**src/rtl/mem_arbiter.sv**
```systemverilog
`default_nettype none
// ============================================================================
// Module   : mem_arbiter
// Brief    : Two-port round-robin arbiter in front of a single memory
//            interface, with per-port pending slots and a WAIT-state timeout.
// Revision : 1.0 - initial release
// ============================================================================
module mem_arbiter #(
  parameter int TIMEOUT = 4095
) (
  input  logic        clk,
  input  logic        reset,
  input  logic        req0,
  input  logic        req0_type,
  input  logic [15:0] req0_addr,
  input  logic [15:0] req0_wdata,
  input  logic        req1,
  input  logic        req1_type,
  input  logic [15:0] req1_addr,
  input  logic [15:0] req1_wdata,
  output logic        busy0,
  output logic        busy1,
  output logic        rdy0,
  output logic        rdy1,
  output logic        wdone0,
  output logic        wdone1,
  output logic        err0,
  output logic        err1,
  output logic [15:0] rdata,
  output logic        owner,
  output logic        timeout_flag,
  input  logic        clear_err,
  output logic        mem_request,
  output logic        mem_type,
  output logic [15:0] mem_addr,
  output logic [15:0] mem_wdata,
  input  logic        mem_ready,
  input  logic        mem_write_complete,
  input  logic [15:0] mem_rdata
);

  localparam int                 c_CNT_W    = $clog2(TIMEOUT + 1);
  localparam logic [c_CNT_W-1:0] c_CNT_LAST = c_CNT_W'(TIMEOUT - 1);
  localparam logic [c_CNT_W-1:0] c_CNT_ONE  = c_CNT_W'(1);

  typedef enum logic [0:0] {
    ST_IDLE = 1'b0,
    ST_WAIT = 1'b1
  } state_t;

  state_t             r_state, w_state_nxt;
  logic [c_CNT_W-1:0] r_cnt, w_cnt_nxt;
  logic [1:0]         r_pend, w_pend_nxt;
  logic [1:0]         r_ptype, w_ptype_nxt;
  logic [1:0][15:0]   r_paddr, w_paddr_nxt;
  logic [1:0][15:0]   r_pwdata, w_pwdata_nxt;
  logic [1:0]         r_busy, w_busy_nxt;
  logic [1:0]         r_rdy, w_rdy_nxt;
  logic [1:0]         r_wdone, w_wdone_nxt;
  logic [1:0]         r_err, w_err_nxt;
  logic [15:0]        r_rdata, w_rdata_nxt;
  logic               r_owner, w_owner_nxt;
  logic               r_tflag, w_tflag_nxt;
  logic               r_mem_req, w_mem_req_nxt;
  logic               r_mem_type, w_mem_type_nxt;
  logic [15:0]        r_mem_addr, w_mem_addr_nxt;
  logic [15:0]        r_mem_wdata, w_mem_wdata_nxt;

  logic [1:0]         w_req;
  logic [1:0]         w_req_type;
  logic [1:0][15:0]   w_req_addr;
  logic [1:0][15:0]   w_req_wdata;
  logic               w_win;
  logic               w_match;

  assign w_req       = {req1, req0};
  assign w_req_type  = {req1_type, req0_type};
  assign w_req_addr  = {req1_addr, req0_addr};
  assign w_req_wdata = {req1_wdata, req0_wdata};

  // On a tie the port that was not granted last wins; otherwise the only pending port.
  assign w_win   = (r_pend == 2'b11) ? ~r_owner : r_pend[1];
  assign w_match = r_mem_type ? mem_write_complete : mem_ready;

  always_comb begin
    w_state_nxt     = r_state;
    w_cnt_nxt       = r_cnt;
    w_pend_nxt      = r_pend;
    w_ptype_nxt     = r_ptype;
    w_paddr_nxt     = r_paddr;
    w_pwdata_nxt    = r_pwdata;
    w_busy_nxt      = r_busy;
    w_rdy_nxt       = 2'b00;
    w_wdone_nxt     = 2'b00;
    w_err_nxt       = 2'b00;
    w_rdata_nxt     = r_rdata;
    w_owner_nxt     = r_owner;
    w_tflag_nxt     = r_tflag;
    w_mem_req_nxt   = 1'b0;
    w_mem_type_nxt  = r_mem_type;
    w_mem_addr_nxt  = r_mem_addr;
    w_mem_wdata_nxt = r_mem_wdata;

    // A request is also refused in the cycle its port's completion pulse is high.
    for (int p = 0; p < 2; p++) begin
      if (w_req[p] && !r_busy[p] && !r_rdy[p] && !r_wdone[p] && !r_err[p]) begin
        w_pend_nxt[p]   = 1'b1;
        w_busy_nxt[p]   = 1'b1;
        w_ptype_nxt[p]  = w_req_type[p];
        w_paddr_nxt[p]  = w_req_addr[p];
        w_pwdata_nxt[p] = w_req_wdata[p];
      end
    end

    if (clear_err) begin
      w_tflag_nxt = 1'b0;
    end

    case (r_state)
      ST_IDLE: begin
        if (r_pend != 2'b00) begin
          w_mem_req_nxt     = 1'b1;
          w_mem_type_nxt    = r_ptype[w_win];
          w_mem_addr_nxt    = r_paddr[w_win];
          w_mem_wdata_nxt   = r_pwdata[w_win];
          w_owner_nxt       = w_win;
          w_pend_nxt[w_win] = 1'b0;
          w_cnt_nxt         = '0;
          w_state_nxt       = ST_WAIT;
        end
      end
      ST_WAIT: begin
        if (w_match) begin
          if (r_mem_type) begin
            w_wdone_nxt[r_owner] = 1'b1;
          end else begin
            w_rdy_nxt[r_owner] = 1'b1;
            w_rdata_nxt        = mem_rdata;
          end
          w_busy_nxt[r_owner] = 1'b0;
          w_state_nxt         = ST_IDLE;
        end else if (r_cnt == c_CNT_LAST) begin
          w_err_nxt[r_owner]  = 1'b1;
          w_busy_nxt[r_owner] = 1'b0;
          w_tflag_nxt         = 1'b1;
          w_state_nxt         = ST_IDLE;
        end else begin
          w_cnt_nxt = r_cnt + c_CNT_ONE;
        end
      end
      default: w_state_nxt = ST_IDLE;
    endcase
  end

  always_ff @(posedge clk) begin
    if (reset) begin
      r_state     <= ST_IDLE;
      r_cnt       <= '0;
      r_pend      <= '0;
      r_ptype     <= '0;
      r_paddr     <= '0;
      r_pwdata    <= '0;
      r_busy      <= '0;
      r_rdy       <= '0;
      r_wdone     <= '0;
      r_err       <= '0;
      r_rdata     <= 16'h0000;
      r_owner     <= 1'b1;
      r_tflag     <= 1'b0;
      r_mem_req   <= 1'b0;
      r_mem_type  <= 1'b0;
      r_mem_addr  <= 16'h0000;
      r_mem_wdata <= 16'h0000;
    end else begin
      r_state     <= w_state_nxt;
      r_cnt       <= w_cnt_nxt;
      r_pend      <= w_pend_nxt;
      r_ptype     <= w_ptype_nxt;
      r_paddr     <= w_paddr_nxt;
      r_pwdata    <= w_pwdata_nxt;
      r_busy      <= w_busy_nxt;
      r_rdy       <= w_rdy_nxt;
      r_wdone     <= w_wdone_nxt;
      r_err       <= w_err_nxt;
      r_rdata     <= w_rdata_nxt;
      r_owner     <= w_owner_nxt;
      r_tflag     <= w_tflag_nxt;
      r_mem_req   <= w_mem_req_nxt;
      r_mem_type  <= w_mem_type_nxt;
      r_mem_addr  <= w_mem_addr_nxt;
      r_mem_wdata <= w_mem_wdata_nxt;
    end
  end

  assign busy0        = r_busy[0];
  assign busy1        = r_busy[1];
  assign rdy0         = r_rdy[0];
  assign rdy1         = r_rdy[1];
  assign wdone0       = r_wdone[0];
  assign wdone1       = r_wdone[1];
  assign err0         = r_err[0];
  assign err1         = r_err[1];
  assign rdata        = r_rdata;
  assign owner        = r_owner;
  assign timeout_flag = r_tflag;
  assign mem_request  = r_mem_req;
  assign mem_type     = r_mem_type;
  assign mem_addr     = r_mem_addr;
  assign mem_wdata    = r_mem_wdata;

endmodule
`default_nettype wire

```
**config.mk**
```make
export PLATFORM = sky130hd
export DESIGN_NAME = mem_arbiter
export DESIGN_NICKNAME = d
export VERILOG_FILES = /design/src/rtl/mem_arbiter.sv
export SDC_FILE = /design/constraint.sdc
export NUM_CORES = 1
export LEC_CHECK = 0
export CAP_MARGIN = 20
export CORE_MARGIN = 2
export CORE_UTILIZATION = 27
export CTS_CLUSTER_DIAMETER = 200
export CTS_CLUSTER_SIZE = 20
export DETAILED_ROUTE_END_ITERATION = 12
export GPL_TIMING_DRIVEN = 0
export SETUP_SLACK_MARGIN = 0.02
export SLEW_MARGIN = 20
export SYNTH_ARGS = -nofsm -noshare
export SYNTH_HDL_FRONTEND = slang
export SYNTH_SLANG_ARGS = --single-unit
```
**constraint.sdc**
```tcl
create_clock -name clk -period 2.4 [get_ports clk]
set_clock_uncertainty 0.15 [all_clocks]
set_input_delay 0.24 -clock clk [delete_from_list [all_inputs] [get_ports clk]]
set_output_delay 0.24 -clock clk [all_outputs]
set_load 0.02 [all_outputs]
```
* Word level (Yosys, flattened, before mapping)
Index checks and enable logic that the tools add are counted.
Widths: inputs -> output; s select.
** Cells by class
- $add $sub $neg :: 1
- Bitwise logic cells :: 9
- $lt $le $gt $ge :: 4
- Reductions and logical operators :: 26
- Eq/ne operators :: 5
- Mux-type cells :: 33
** Operator list (count)
- $mux 16 :: 4
- $mux 12 :: 3
- $pmux 12 s2 :: 1
- $mux 1 :: 17
- $add 12x1->12 const B :: 1
- $eq 12x12->1 const B :: 1
- $reduce_or 4->1 :: 3
- $logic_and 1x1->1 :: 10
- $mux 2 :: 5
- $logic_not 1->1 :: 8
- $ne 2x2->1 const B :: 3
- $reduce_and 3->1 :: 2
- $not 1->1 :: 5
- $and 2x2->2 :: 2
- $lt 1x2->1 const B :: 2
- $not 2->2 :: 2
- $demux 1 s1 :: 2
- $eq 2x2->1 const B :: 1
- $ge 1x1->1 const B :: 2
- $pmux 1 s2 :: 1
- $reduce_and 2->1 :: 1
- $reduce_bool 2->1 :: 1
- $reduce_or 2->1 :: 1
** Word-level totals
- Flip-flop bits (word level) :: 141
- Output and inout bits :: 60
- Bits of input ports :: 89
- Logic and storage cells :: 98

* Depth between registers and ports, before layout
Gate-level depths: netlist of the first run.
- Depth in word-level cells :: 10
- Depth in mapped cells :: 7
- Depth with buffers taken out :: 7

* Worst setup path after synthesis of the first run
Ideal clock, no wire load.
- Path type :: register to register
- From :: reg r_mem_type, in the netlist mem_type
- To :: reg r_cnt[10]
- Clock period less this slack :: 1931 ps
- Data arrival time :: 1716 ps
- Required time :: 2185 ps
- Path slack :: 469 ps
- Cell stages (with the launch flop) :: 6
- Buffers on the path :: 0
- Library setup time :: 65 ps
- Cell sequence :: dfxtp_1 mux2i_4 nand2_2 nor4_1 mux2_2 nor2_1
** On the way
- Cells in the longest elaborated chain, start to end :: 3
** Ends and longest elaborated chain
- start: declaration :: line 65 : logic r_mem_type, w_mem_type_nxt;
- start signal: assignment :: line 189 : r_mem_type <= w_mem_type_nxt;
- $mux 1 :: line 83 : assign w_match = r_mem_type ? mem_write_complete : mem_ready;
- $ne 2x2->1 (no line)
- $reduce_and 3->1 (no line)
- end signal: assignment :: line 176 : r_cnt <= w_cnt_nxt;
- end: declaration :: line 52 : logic [c_CNT_W-1:0] r_cnt, w_cnt_nxt;
Every way passes these cells.
A chain may end at the register's enable or synchronous reset.

* Worst setup path after layout of the first run
Same ends and word-level chain as after synthesis.

==> impl_results.md, run 1 <==
* CTS sink count at 141
* CP endpoint kind: register
* Clock power share at 0.385
* Final HPWL DP at 11600 um
* Int Power at 4.65 mW
* Ratio of cells with drive above 1 in the final layout at 0.0744
* Worst r2r src: mem_type
* DRT Pass-1 Iters at 5
* ANT cells at 0
* Number of global-route vias before repair at 4704
* Rows at 51
* Sw Share at 0.298
* Clk Latency, worst-skew pair at 0.42 ns
* Mapped Nets at 731
* Worst Tran Pin Value at 0.900 ns
* Port Buffer Count at 148
* Setup_tns at 0 ns
* F_max at 477 MHz
* Core outline area at 19700 um2
* Pwr per Cell Area at 846 nW/um2
* GRT overflow at 0
* Clock buffer depth at 2
* Slew Limit Fails at 0
* Synth cell types at 47
* Chip height at 146 um
* Min-delay src: mem_rdata[11]
* TritonCTS buffer count at 17
* FFs w/ async S/R, synth at 0
* Post-CTS resize count at 0
* Endpoints failing hold at 0
* Post-Syn Area at 5450 um2
* CTS tree: built
* Sw power at 1.98 mW
* Crit path launch type: register
* Die Wd at 146 um
* Full die area at 21300 um2
* RSZ-0062 raised after global routing: false
* DR iter-0 viols at 273
* Dpl cell area at 7260 um2
* Vias at 4928
* Top-area cell type share of the netlist area at 0.518
* YS warnings at 0
* Comb power frac at 0.209
* Max VDD drop at 389 uV
* Most instantiated library cell after synthesis: nand2_1
* CP max FO at 9
* Setup-failing EPs final at 0
* CTS Hold Bufs at 0
* First-pass GRT wire length at 25500 um
* Initial Utilization at 0.277
* Final min period at 2.10 ns
* Cell count after synthesis at 640
* Initial antenna violation count at 0
* Post-Route WL at 16200 um
* CP Class: register to register
* CTS root buf: clkbuf_16
* Layout area overhead at 43.8%
* Post-synthesis sequential area ratio at 0.518
* H-tree levels at 4
* Worst-path clk slew at 0.06 ns
* Leak pwr at 2.74 nW
* Final ANT Viol Nets at 0
* Drt via density at 4.54
* Max_slew headroom at 0.395
* EDFF count, synth at 0
* CP max stage delay at 0.51 ns
* Cell Chain, Critical Path: mux2i_4 > nand2_2 > nor4_1 > mux2_2 > nor2_1
* CP max-delay cell: dfxtp_1
* Fillers at 2072
* Routability cong. at 0.830
* Routed length per instance at 14.9 um
* Crit share post-route at 0.874
* Largest net degree at the start of global routing at 17
* Worst Setup SP: mem_type
* Area contributors post-synth: dfxtp_1, nand2_1, a21oi_1
* Critical Path AT at 2.30 ns
* Syn Area/Cell at 8.52 um2
* Cell taking the most area after synthesis: dfxtp_1
* Status: finished clean
* Max_cap viols at 0
* I/O Pins at 149
* Fin nets at 898
* Post-synth top cells: nand2_1, dfxtp_1, a21oi_1
* Seq cells post-synth at 141
* WP data required at 2.60 ns
* Sequential Power Share at 0.406
* Post-CTS setup buffers at 0
* Top_reg_cell synth: dfxtp_1
* Hold crit path type: input port to register
* Post-route cell area at 7840 um2
* Residual DRC at 0
* Overall global routing resource usage at 0.153
[layout make-up]
type	count	area (um2)	share of cell area
timing repair buffer	148	1480	0.189
buffer	46	214	0.0273
tap	265	332	0.0423
multi-input combinational	450	2400	0.307
inverter	3	11.3	0.00144
clock buffer	18	439	0.0560
clock inverter	14	134	0.0171
sequential	141	2820	0.360
[state kept, by name, indices dropped and copies added, names as in the netlist]
register	count
mem_addr	16
mem_request	1
mem_type	1
mem_wdata	16
owner	1
r_busy	2
r_cnt	12
r_err	2
r_paddr	32
r_pend	2
r_ptype	2
r_pwdata	32
r_rdy	2
r_state	1
r_wdone	2
rdata	16
timeout_flag	1
[metal layers]
layer  track usage  up-vias  share of wire
met1         0.203     2283           0.48
met5             0        -              0
li1              -     2508              -
met3        0.0438       14          0.044
met2         0.242      123           0.46
met4        0.0461        0          0.010
[worst paths after layout]
check              end  slack [ns]  cells after the start
max reg2reg  r_cnt[10]        0.30                      5
max          r_cnt[10]        0.30                      5
min reg2reg  rdata[14]        0.30                      2
min          rdata[11]        0.22                      3
[critical path, delay by kind of cell (launching register included)]
family	cells	cell delay [ns]
muxes	2	0.76
and+or+nand+nor	3	0.61
DFF	1	0.51
[cells in the final DEF, fill, tap and decap left out, types with 2 or more instances in the layout]
cell type	count
a211oi_1	35
a21boi_0	2
a21oi_1	88
buf_2	12
buf_6	3
clkbuf_1	30
clkbuf_16	17
clkdlybuf4s50_1	148
clkinv_2	3
clkinv_4	2
clkinvlp_4	3
dfxtp_1	141
ha_1	2
inv_1	3
inv_6	3
inv_8	2
mux2i_1	33
nand2_1	174
nand2b_1	2
nand3_1	4
nand3b_1	2
nand4_1	2
nor2_1	50
nor2b_1	3
nor3_1	14
nor4_1	6
o21ai_0	2
o311ai_0	2
or4_1	2
xnor2_1	4
[metrics by stage]
| step | power [mW] | cells | utilization | setup slack, ns | hold WS (ns) |
|---|---|---|---|---|---|
| 2_1_floorplan | 3.49 | 640 | - | 0.469 | 0.226 |
| 3_3_place_gp | 4.13 | 1053 | 0.370 | 0.0490 | 0.292 |
| 6_report | 6.63 | 1085 | 0.399 | 0.303 | 0.220 |
| 5_1_grt | 6.95 | 1085 | 0.399 | 0.189 | 0.209 |
| 3_5_place_dp | 4.14 | 1053 | 0.370 | 0.0770 | 0.296 |
| 4_1_cts | 6.71 | 1085 | 0.399 | 0.307 | 0.200 |
[power by group through the flow]
stage | clock, mW | sequential [mW] | combinational, mW
global route | 2.72 | 2.72 | 1.52
CTS | 2.61 | 2.69 | 1.40
floorplan | 0 | 2.87 | 0.617
detailed placement | 0 | 2.74 | 1.40
global placement | 0 | 2.74 | 1.39
finish | 2.55 | 2.69 | 1.39
[logic make-up (layout without fill, tap and decap cells)]
group / count (synthesis) / count (layout) / share of synthesized area
AND/OR/NAND/NOR: 273 / 273 / 0.213
AO/OA/AOI/OAI: 135 / 135 / 0.148
XOR/XNOR: 4 / 4 / 0.00643
multiplexers: 36 / 36 / 0.0689
buffers and inverters: 49 / 229 / 0.0413
adder cells (fa/ha/maj): 2 / 2 / 0.00459
flip-flops: 141 / 141 / 0.518
No activity file was read; power rests on OpenSTA's default activity.
==> inputs of run 2 (changes only) <==
Settings changed: SETUP_SLACK_MARGIN 0.02 to 0.1, SLEW_MARGIN 20 to 10.
==> results of run 2 <==
No change in the layout: final DEF, timing and power equal those of run 1.
